File: config.mk
export PLATFORM = sky130hd
export DESIGN_NAME = rtc_write_seq
export DESIGN_NICKNAME = d
export VERILOG_FILES = /design/src/rtl/rtc_write_seq.sv
export SDC_FILE = /design/constraint.sdc
export NUM_CORES = 1
export LEC_CHECK = 0
export ABC_AREA = 0
export CORE_ASPECT_RATIO = 0.75
export CORE_UTILIZATION = 40
export DETAILED_ROUTE_END_ITERATION = 8
export SLEW_MARGIN = 25
export SYNTH_ARGS = -nofsm -noshare
export SYNTH_HDL_FRONTEND = slang
export SYNTH_SLANG_ARGS = --single-unit
File: constraint.sdc
create_clock -name clk -period 2.8 [get_ports clk]
set_input_delay 0.28 -clock clk [delete_from_list [all_inputs] [get_ports clk]]
set_output_delay 0.28 -clock clk [all_outputs]
set_load 0.02 [all_outputs]
File: src/rtl/rtc_write_seq.sv
// RTC write-back sequencer: range-checks and snapshots six BCD fields on start,
// then writes them over the muxed address/data bus, PHASE_CYCLES clocks per bus phase.
module rtc_write_seq #(
  parameter int          PHASE_CYCLES = 4,
  parameter logic [7:0]  ADDR_SEC     = 8'h21,
  parameter logic [7:0]  ADDR_MIN     = 8'h22,
  parameter logic [7:0]  ADDR_HOUR    = 8'h23,
  parameter logic [7:0]  ADDR_DAY     = 8'h24,
  parameter logic [7:0]  ADDR_MON     = 8'h25,
  parameter logic [7:0]  ADDR_YEAR    = 8'h26
) (
  input  logic       clk,
  input  logic       reset,
  input  logic       start,
  input  logic [7:0] sec_bcd,
  input  logic [7:0] min_bcd,
  input  logic [7:0] hour_bcd,
  input  logic [7:0] day_bcd,
  input  logic [7:0] mon_bcd,
  input  logic [7:0] year_bcd,
  output logic       busy,
  output logic       done,
  output logic       err,
  output logic       rtc_cs_n,
  output logic       rtc_ale,
  output logic       rtc_wr_n,
  output logic       rtc_rd_n,
  output logic [7:0] rtc_ad,
  output logic       rtc_ad_oe
);

  localparam int             CW       = (PHASE_CYCLES > 1) ? $clog2(PHASE_CYCLES) : 1;
  localparam logic [CW-1:0]  CNT_LAST = CW'(PHASE_CYCLES - 1);
  localparam logic [2:0]     IDX_LAST = 3'd5;

  typedef enum logic [1:0] {S_IDLE, S_XFER, S_DONE} state_t;
  typedef enum logic [2:0] {
    P_ASETUP, P_ALE, P_AHOLD, P_DSETUP, P_WR, P_DHOLD, P_GAP
  } phase_t;

  state_t        r_state, w_state_nx;
  phase_t        r_phase, w_phase_nx;
  logic [2:0]    r_idx,   w_idx_nx;
  logic [CW-1:0] r_cnt,   w_cnt_nx;

  logic [7:0] r_sec, r_min, r_hour, r_day, r_mon, r_year;

  logic       w_fields_ok;
  logic       w_accept;
  logic       w_reject;
  logic [7:0] w_addr;
  logic [7:0] w_data;

  logic       w_busy_nx, w_done_nx, w_err_nx;
  logic       w_cs_n_nx, w_ale_nx, w_wr_n_nx, w_oe_nx;
  logic [7:0] w_ad_nx;

  function automatic logic f_digits_ok(input logic [7:0] b);
    return (b[7:4] <= 4'd9) && (b[3:0] <= 4'd9);
  endfunction

  // With both digits decimal, BCD bytes order the same as their numeric values.
  always_comb begin
    w_fields_ok = f_digits_ok(sec_bcd)  && f_digits_ok(min_bcd) &&
                  f_digits_ok(hour_bcd) && f_digits_ok(day_bcd) &&
                  f_digits_ok(mon_bcd)  && f_digits_ok(year_bcd) &&
                  (sec_bcd  <= 8'h59) && (min_bcd <= 8'h59) &&
                  (hour_bcd <= 8'h23) &&
                  (day_bcd  != 8'h00) && (day_bcd <= 8'h31) &&
                  (mon_bcd  != 8'h00) && (mon_bcd <= 8'h12);
  end

  assign w_accept = (r_state == S_IDLE) && start &&  w_fields_ok;
  assign w_reject = (r_state == S_IDLE) && start && !w_fields_ok;

  always_ff @(posedge clk or posedge reset) begin
    if (reset) begin
      r_state <= S_IDLE;
      r_phase <= P_ASETUP;
      r_idx   <= 3'd0;
      r_cnt   <= '0;
    end else begin
      r_state <= w_state_nx;
      r_phase <= w_phase_nx;
      r_idx   <= w_idx_nx;
      r_cnt   <= w_cnt_nx;
    end
  end

  always_comb begin
    w_state_nx = r_state;
    w_phase_nx = r_phase;
    w_idx_nx   = r_idx;
    w_cnt_nx   = r_cnt;
    case (r_state)
      S_IDLE: begin
        if (w_accept) begin
          w_state_nx = S_XFER;
          w_phase_nx = P_ASETUP;
          w_idx_nx   = 3'd0;
          w_cnt_nx   = '0;
        end
      end
      S_XFER: begin
        if (r_cnt == CNT_LAST) begin
          w_cnt_nx = '0;
          if (r_phase == P_GAP) begin
            w_phase_nx = P_ASETUP;
            if (r_idx == IDX_LAST) begin
              w_state_nx = S_DONE;
              w_idx_nx   = 3'd0;
            end else begin
              w_idx_nx = r_idx + 3'd1;
            end
          end else begin
            w_phase_nx = phase_t'(r_phase + 3'd1);
          end
        end else begin
          w_cnt_nx = r_cnt + CW'(1);
        end
      end
      S_DONE:  w_state_nx = S_IDLE;
      default: w_state_nx = S_IDLE;
    endcase
  end

  always_ff @(posedge clk or posedge reset) begin
    if (reset) begin
      r_sec  <= 8'h00;
      r_min  <= 8'h00;
      r_hour <= 8'h00;
      r_day  <= 8'h00;
      r_mon  <= 8'h00;
      r_year <= 8'h00;
    end else if (w_accept) begin
      r_sec  <= sec_bcd;
      r_min  <= min_bcd;
      r_hour <= hour_bcd;
      r_day  <= day_bcd;
      r_mon  <= mon_bcd;
      r_year <= year_bcd;
    end
  end

  // Data is only needed from P3 onward, by which time the snapshot is stable.
  always_comb begin
    w_addr = ADDR_SEC;
    w_data = r_sec;
    case (w_idx_nx)
      3'd0:    begin w_addr = ADDR_SEC;  w_data = r_sec;  end
      3'd1:    begin w_addr = ADDR_MIN;  w_data = r_min;  end
      3'd2:    begin w_addr = ADDR_HOUR; w_data = r_hour; end
      3'd3:    begin w_addr = ADDR_DAY;  w_data = r_day;  end
      3'd4:    begin w_addr = ADDR_MON;  w_data = r_mon;  end
      3'd5:    begin w_addr = ADDR_YEAR; w_data = r_year; end
      default: begin w_addr = ADDR_SEC;  w_data = r_sec;  end
    endcase
  end

  // Decoded from the next state so the registered pins line up with the FSM.
  always_comb begin
    w_busy_nx = 1'b0;
    w_done_nx = 1'b0;
    w_err_nx  = w_reject;
    w_cs_n_nx = 1'b1;
    w_ale_nx  = 1'b0;
    w_wr_n_nx = 1'b1;
    w_oe_nx   = 1'b0;
    w_ad_nx   = 8'h00;
    case (w_state_nx)
      S_XFER: begin
        w_busy_nx = 1'b1;
        w_cs_n_nx = 1'b0;
        w_oe_nx   = 1'b1;
        case (w_phase_nx)
          P_ASETUP: w_ad_nx = w_addr;
          P_ALE: begin
            w_ale_nx = 1'b1;
            w_ad_nx  = w_addr;
          end
          P_AHOLD:  w_ad_nx = w_addr;
          P_DSETUP: w_ad_nx = w_data;
          P_WR: begin
            w_wr_n_nx = 1'b0;
            w_ad_nx   = w_data;
          end
          P_DHOLD:  w_ad_nx = w_data;
          default: begin
            w_cs_n_nx = 1'b1;
            w_oe_nx   = 1'b0;
            w_ad_nx   = 8'h00;
          end
        endcase
      end
      S_DONE:  w_done_nx = 1'b1;
      default: ;
    endcase
  end

  always_ff @(posedge clk or posedge reset) begin
    if (reset) begin
      busy      <= 1'b0;
      done      <= 1'b0;
      err       <= 1'b0;
      rtc_cs_n  <= 1'b1;
      rtc_ale   <= 1'b0;
      rtc_wr_n  <= 1'b1;
      rtc_ad    <= 8'h00;
      rtc_ad_oe <= 1'b0;
    end else begin
      busy      <= w_busy_nx;
      done      <= w_done_nx;
      err       <= w_err_nx;
      rtc_cs_n  <= w_cs_n_nx;
      rtc_ale   <= w_ale_nx;
      rtc_wr_n  <= w_wr_n_nx;
      rtc_ad    <= w_ad_nx;
      rtc_ad_oe <= w_oe_nx;
    end
  end

  // Write-only bus: the read strobe never asserts.
  assign rtc_rd_n = 1'b1;

endmodule

# Yosys cells after proc, flatten, opt, wreduce, memory -nomap -nowiden
# Cells that the tools add are included.
[totals]
regBits = 73
inputBits = 51
out_inout_bits = 16
elab_cells = 117
[op_classes]
addsub = 3
order_cmp = 17
eq_ne = 17
n_mux = 31
reduce_logical = 31
[op_table]
columns = ["op", "n"]
rows = [
  ["<= comparator 4 bit (second input constant)", 12],
  ["one-hot mux 8 bit (5 select lines)", 1],
  ["logical AND 1 bit", 21],
  ["2-to-1 mux 3 bit", 7],
  ["equality test 3 bit (second input constant)", 6],
  ["<= comparator 8 x 6 -> 1 bit (second input constant)", 2],
  ["<= comparator 8 x 7 -> 1 bit (second input constant)", 2],
  ["one-hot mux 8 bit (2 select lines)", 1],
  ["nonzero test 8 bit", 2],
  ["one-hot mux 3 bit (5 select lines)", 1],
  ["equality test 3 x 2 -> 1 bit (second input constant)", 4],
  ["2-to-1 mux 2 bit", 6],
  ["one-hot mux 3 bit (2 select lines)", 2],
  ["2-to-1 mux 1 bit", 10],
  ["<= comparator 8 x 5 -> 1 bit (second input constant)", 1],
  ["2-to-1 mux 8 bit", 1],
  ["one-hot mux 2 bit (2 select lines)", 2],
  ["adder 3 x 1 -> 3 bit (second input constant)", 2],
  ["equality test 3 x 1 -> 1 bit (second input constant)", 2],
  ["OR reduction 3 bit", 2],
  ["OR reduction 6 bit", 1],
  ["equality test 2 x 1 -> 1 bit (second input constant)", 2],
  ["equality test 2 bit (second input constant)", 2],
  ["zero test 3 bit", 1],
  ["other kinds (6)", 6],
]

# Depth between registers and ports, before layout
[depth]
ltp_word = 21
mapped_depth = 11
ltp_nobuf = 10

# Worst setup path after synthesis
# OpenSTA, ideal clock, no wires.
[synth_timing]
path_type = "register -> register"
start = "register r_cnt[0]"
end = "register rtc_ad[1]"
setup_ps = 101
arrival_ps = 2224
t_required_ps = 2699
path_slack_ps = 475
path_stages_with_launch = 10
path_buffers = 0
synth_period_minus_slack_ps = 2325
cell_sequence = "dfrtp_1 -> ha_1 -> and4b_1 -> nand2_1 -> o41ai_1 -> nor2_4 -> inv_2 -> a22oi_1 -> o221a_1 -> o32ai_1"
[synth_between]
elab_chain_cells = 7
word_cells_on_any_way = 25
cone_classes = "eq/ne (12); mux (10); reduce/logical (3)"
[synth_rtl]
columns = ["item", "line", "rtl"]
rows = [
  ["start, declared", "44", "logic [CW-1:0] r_cnt, w_cnt_nx;"],
  ["start signal, assigned", "86", "r_cnt <= w_cnt_nx;"],
  ["equality test 2 bit (*)", "105", "if (r_cnt == CNT_LAST) begin"],
  ["2-to-1 mux 3 bit", "105", ""],
  ["one-hot mux 3 bit (2 select lines)", "95", "case (r_state)"],
  ["equality test 3 bit (tied with other cells)", "149", "case (w_idx_nx)"],
  ["one-hot mux 8 bit (5 select lines) (tied with other cells)", "149", ""],
  ["one-hot mux 8 bit (2 select lines)", "175", "case (w_phase_nx)"],
  ["2-to-1 mux 8 bit (*)", "170", "case (w_state_nx)"],
  ["via w_ad_nx[1]", "56", "logic [7:0] w_ad_nx;"],
  ["end signal, assigned", "217", "rtc_ad <= w_ad_nx;"],
  ["end, declared", "28", "output logic [7:0] rtc_ad,"],
]
# Mark *: on every way through the listed nets, which the timed path passes. The rest lies on a longest branch.
# A chain may end at the register's enable or synchronous reset.

# Final worst setup path
[layout_timing]
start = "input day_bcd[4]"
end = "register rtc_ad[2]"
[layout_between]
elab_chain_cells = 19
word_cells_on_any_way = 39
cone_classes = "order compare (2); eq/ne (11); mux (10); reduce/logical (16)"
[layout_rtl]
columns = ["item", "line", "rtl"]
rows = [
  ["start, declared", "18", "input logic [7:0] day_bcd,"],
  ["<= comparator 4 bit", "59", "return (b[7:4] <= 4'd9) && (b[3:0] <= 4'd9);"],
  ["logical AND 1 bit", "59", ""],
  ["logical AND 1 bit (2 in series)", "65", "f_digits_ok(hour_bcd) && f_digits_ok(day_bcd) &&"],
  ["logical AND 1 bit (2 in series)", "66", "f_digits_ok(mon_bcd) && f_digits_ok(year_bcd) &&"],
  ["logical AND 1 bit (2 in series)", "67", "(sec_bcd <= 8'h59) && (min_bcd <= 8'h59) &&"],
  ["logical AND 1 bit", "68", "(hour_bcd <= 8'h23) &&"],
  ["logical AND 1 bit (*) (2 in series)", "69", "(day_bcd != 8'h00) && (day_bcd <= 8'h31) &&"],
  ["logical AND 1 bit (*)", "70", "(mon_bcd != 8'h00) && (mon_bcd <= 8'h12);"],
  ["logical AND 1 bit (*)", "73", "assign w_accept = (r_state == S_IDLE) && start && w_fields_ok;"],
  ["2-to-1 mux 3 bit", "97", "if (w_accept) begin"],
  ["one-hot mux 3 bit (2 select lines)", "95", ""],
  ["equality test 3 bit (tied with other cells)", "149", ""],
  ["one-hot mux 8 bit (5 select lines) (tied with other cells)", "149", ""],
  ["one-hot mux 8 bit (2 select lines)", "175", ""],
  ["2-to-1 mux 8 bit (*)", "170", ""],
  ["via w_ad_nx[2]", "56", ""],
]
# Marked as above.

==> summary.md <==
| Metric | Value |
|---|---|
| TritonCTS Buffers | 9 |
| Via count | 3,212 |
| CTS Sinks | 73 |
| Synth cell types | 55 |
| Final setup vio count | 0 |
| Register area share after synthesis | 0.515 |
| GRT Max-Usage Layer | met1 |
| Max-slew headroom | 0.651 |
| First-pass detailed-route iteration total | 4 |
| Number of port buffers | 65 |
| CTS tree | built |
| Count of final hold-check violations | 0 |
| Compound-cell area share of the yosys netlist | 0.167 |
| Final min period | 2.67 ns |
| Clock skew | 0.00542 ns |
| Ys async rst share | 1.00 |
| CTS max path bufs | 2 |
| Commonest cells post-synth | nand2_1, dfrtp_1, o21ai_0 |
| Total track usage | 0.224 |
| Worst Hold Class | input pin to async pin |
| DRT antenna net count | 0 |
| Sequential Area | 0.00183 mm2 |
| Worst skew pair latency | 0.33 ns |
| Total power | 2.43 mW |
| Worst setup EP type | flop |
| Peak supply drop | 0.408 mV |
| Status | finished clean |
| Cell accounting for the most synthesized area | dfrtp_1 |
| Global-route wire length before repair | 16,200 um |
| Die ar. | 0.00926 mm2 |
| Starting density of the core | 0.416 |
| # hold bufs at CTS | 0 |
| Leakage dissipation | 2.33 nW |
| Vias/cell | 5.23 |
| HPWL Detailed | 7410 um |
| Fmax | 375 MHz |
| PwrDens | 490 mW/mm2 |
| EDFF count, synth | 0 |
| WS Path Type | input pin to flop |
| Multi-input logic area | 0.00158 mm2 |
| # DRC | 0 |
| CP startpoint kind | input pin |
| Worst-path fanout max | 15 |
| Die X | 111 um |
| Ys Warns | 0 |
| Initial drt markers | 157 |
| CORE AREA | 0.00853 mm2 |
| Total wire length | 9620 um |
| Ys flop type | dfrtp_1 |
| Syn Nets | 447 |
| ANT cells | 0 |
| Row cnt | 29 |
| Fill cells | 774 |
| Drt wl/cell | 15.7 um |
| Die height | 83.6 um |
| Yosys top cell area share | 0.501 |
| M3 GR Usage | 0.0581 |
| Avg Inst Size Synth | 8.99 um2 |
| Simple-gate share of the synthesized area | 0.263 |
| Max-cap violations | 0 |
| Yosys reg bits | 73 |
| Antenna violations before repair | 0 |
| Post-synthesis adder-cell area fraction | 0.00352 |
| Htree depth | 3 |
| Largest net degree at the start of global routing | 43 |
| Synth top area cells | dfrtp_1, nand2_1, o21ai_0, a21oi_1, and2_1 |
| Gpl congestion | 0.919 |
| Setup TNS Final | 0 ns |
| Share of layout cells above drive strength 1 | 0.174 |
| Cells after Synth | 395 |
| Met1 usage | 0.339 |
| Worst path required time | 3.01 ns |
| Met2 usage | 0.310 |
| # nets final | 554 |
| Period utilisation layout | 0.952 |
| RSZ-0062 raised after global routing | no |
| Largest family of logic cells by synthesized area | simple AND/OR/NAND/NOR gates |
| Cell Area, Synth | 0.00355 mm2 |
| P&R area growth vs syn | 39.7% |
| Most common cell in the netlist | nand2_1 |
| CP Data Arrival Time | 2.88 ns |
| Xor and xnor fraction of the mapped netlist area | 0 |
| CTS root buf | clkbuf_16 |
| Slew Limit Fails | 0 |
| Worst Max-Slew Pin Slew | 0.522 ns |
| Number of global-route vias before repair | 3,152 |
| IO Pins | 67 |
| Gr ovfl total | 0 |
| Post-synthesis mux area share | 0.00846 |
| Clock Pin Slew Worst Setup and Hold Paths | 0.05 ns |
-- what timing repair did --
action,4_1_cts,5_1_grt
setup endpoints to repair,0,4
resized for setup,0,3
setup buffers,0,2
-- worst max-delay path, stage by stage --
cell,delay (ns)
clkdlybuf4s50_1,0.44
or4_1,0.53
nor3_2,0.19
nor4_4,0.08
buf_4,0.17
a21oi_2,0.19
nor2_4,0.05
inv_2,0.22
a22oi_1,0.14
o221a_1,0.26
o32ai_1,0.32
-- flip-flops by register name, summed over array words and instances (netlist names), 2 cells and up --
| name | cells |
|---|---|
| r_cnt | 2 |
| r_day | 8 |
| r_hour | 8 |
| r_idx | 3 |
| r_min | 8 |
| r_mon | 8 |
| r_phase | 3 |
| r_sec | 8 |
| r_state | 2 |
| r_year | 8 |
| rtc_ad | 8 |
-- worst paths after layout --
| path | from | endpoint | slack [ns] | depth (start not counted) |
|---|---|---|---|---|
| max | day_bcd[4] | rtc_ad[2]$_DFF_PP0_ | 0.13 | 11 |
| min | reset | r_min[1]$_DFFE_PP0P_ | 0.31 | 2 |
| max reg2reg | r_cnt[0]$_DFFE_PP0P_ | rtc_ad[2]$_DFF_PP0_ | 0.16 | 10 |
| min reg2reg | r_mon[1]$_DFFE_PP0P_ | r_mon[1]$_DFFE_PP0P_ | 0.48 | 2 |
| max in group asynchronous | reset | rtc_wr_n$_DFF_PP1_ | 1.86 | 3 |
| min in group clk | r_mon[1]$_DFFE_PP0P_ | r_mon[1]$_DFFE_PP0P_ | 0.48 | 2 |
-- where the power goes --
| part | total [mW] | internal, mW | switching [mW] |
|---|---|---|---|
| clock | 1.21 | 0.798 | 0.411 |
| combinational | 0.166 | 0.0959 | 0.0697 |
| sequential | 1.06 | 1.06 | 0.000677 |
| total | 2.43 | 1.95 | 0.481 |
-- kinds of logic (layout without fill, tap and decap cells) --
family          Yosys count  count (layout)
other cells               1               1
simple gates            203             203
buf+inv                  31             142
fa+ha+maj                 1               1
flops                    73              73
mux                       3               3
compound gates           83              83
-- metal layers --
metal  share of wire  vias to the layer above
li1                -                     1573
met1            0.52                     1526
met2            0.41                       96
met3           0.055                       17
met4           0.019                        0
met5               0                        -
-- layout by cell type (no fill, tap or decap), types with 4 or more instances in the layout --
cell type and instances:
dfrtp_1 71, a21oi_1 12, and2_1 10, clkbuf_16 9
nor3_1 9, clkdlybuf4s50_1 65, nor3b_1 4, o221a_1 4
and3_1 4, a22oi_1 6, nor2_1 15, buf_4 49
o21ai_1 8, inv_1 8, nand2_1 134, nand4_1 4
o21ai_0 20
-- area by class of cell --
cell class,count,share of cell area
Sequential cell,73,0.369
Multi-Input combinational cell,291,0.319
Timing Repair Buffer,116,0.213
Clock buffer,12,0.0497
Tap cell,108,0.0273
Clock inverter,3,0.0131
Inverter,11,0.00883
-- through the flow --
stage	cell area [um2]	hold slack, ns	instances	util	setup slack [ns]
final	4960	0.310	614	0.582	0.135
after global routing	4960	0.362	614	0.582	0.00480
after CTS	4930	0.330	612	0.579	0.0696
after detailed placement	4620	0.460	597	0.542	-0.271
after global placement	4620	0.455	597	0.542	-0.159
after floorplan	3550	0.392	395	-	0.475
No activity file was read; power rests on OpenSTA's default activity.
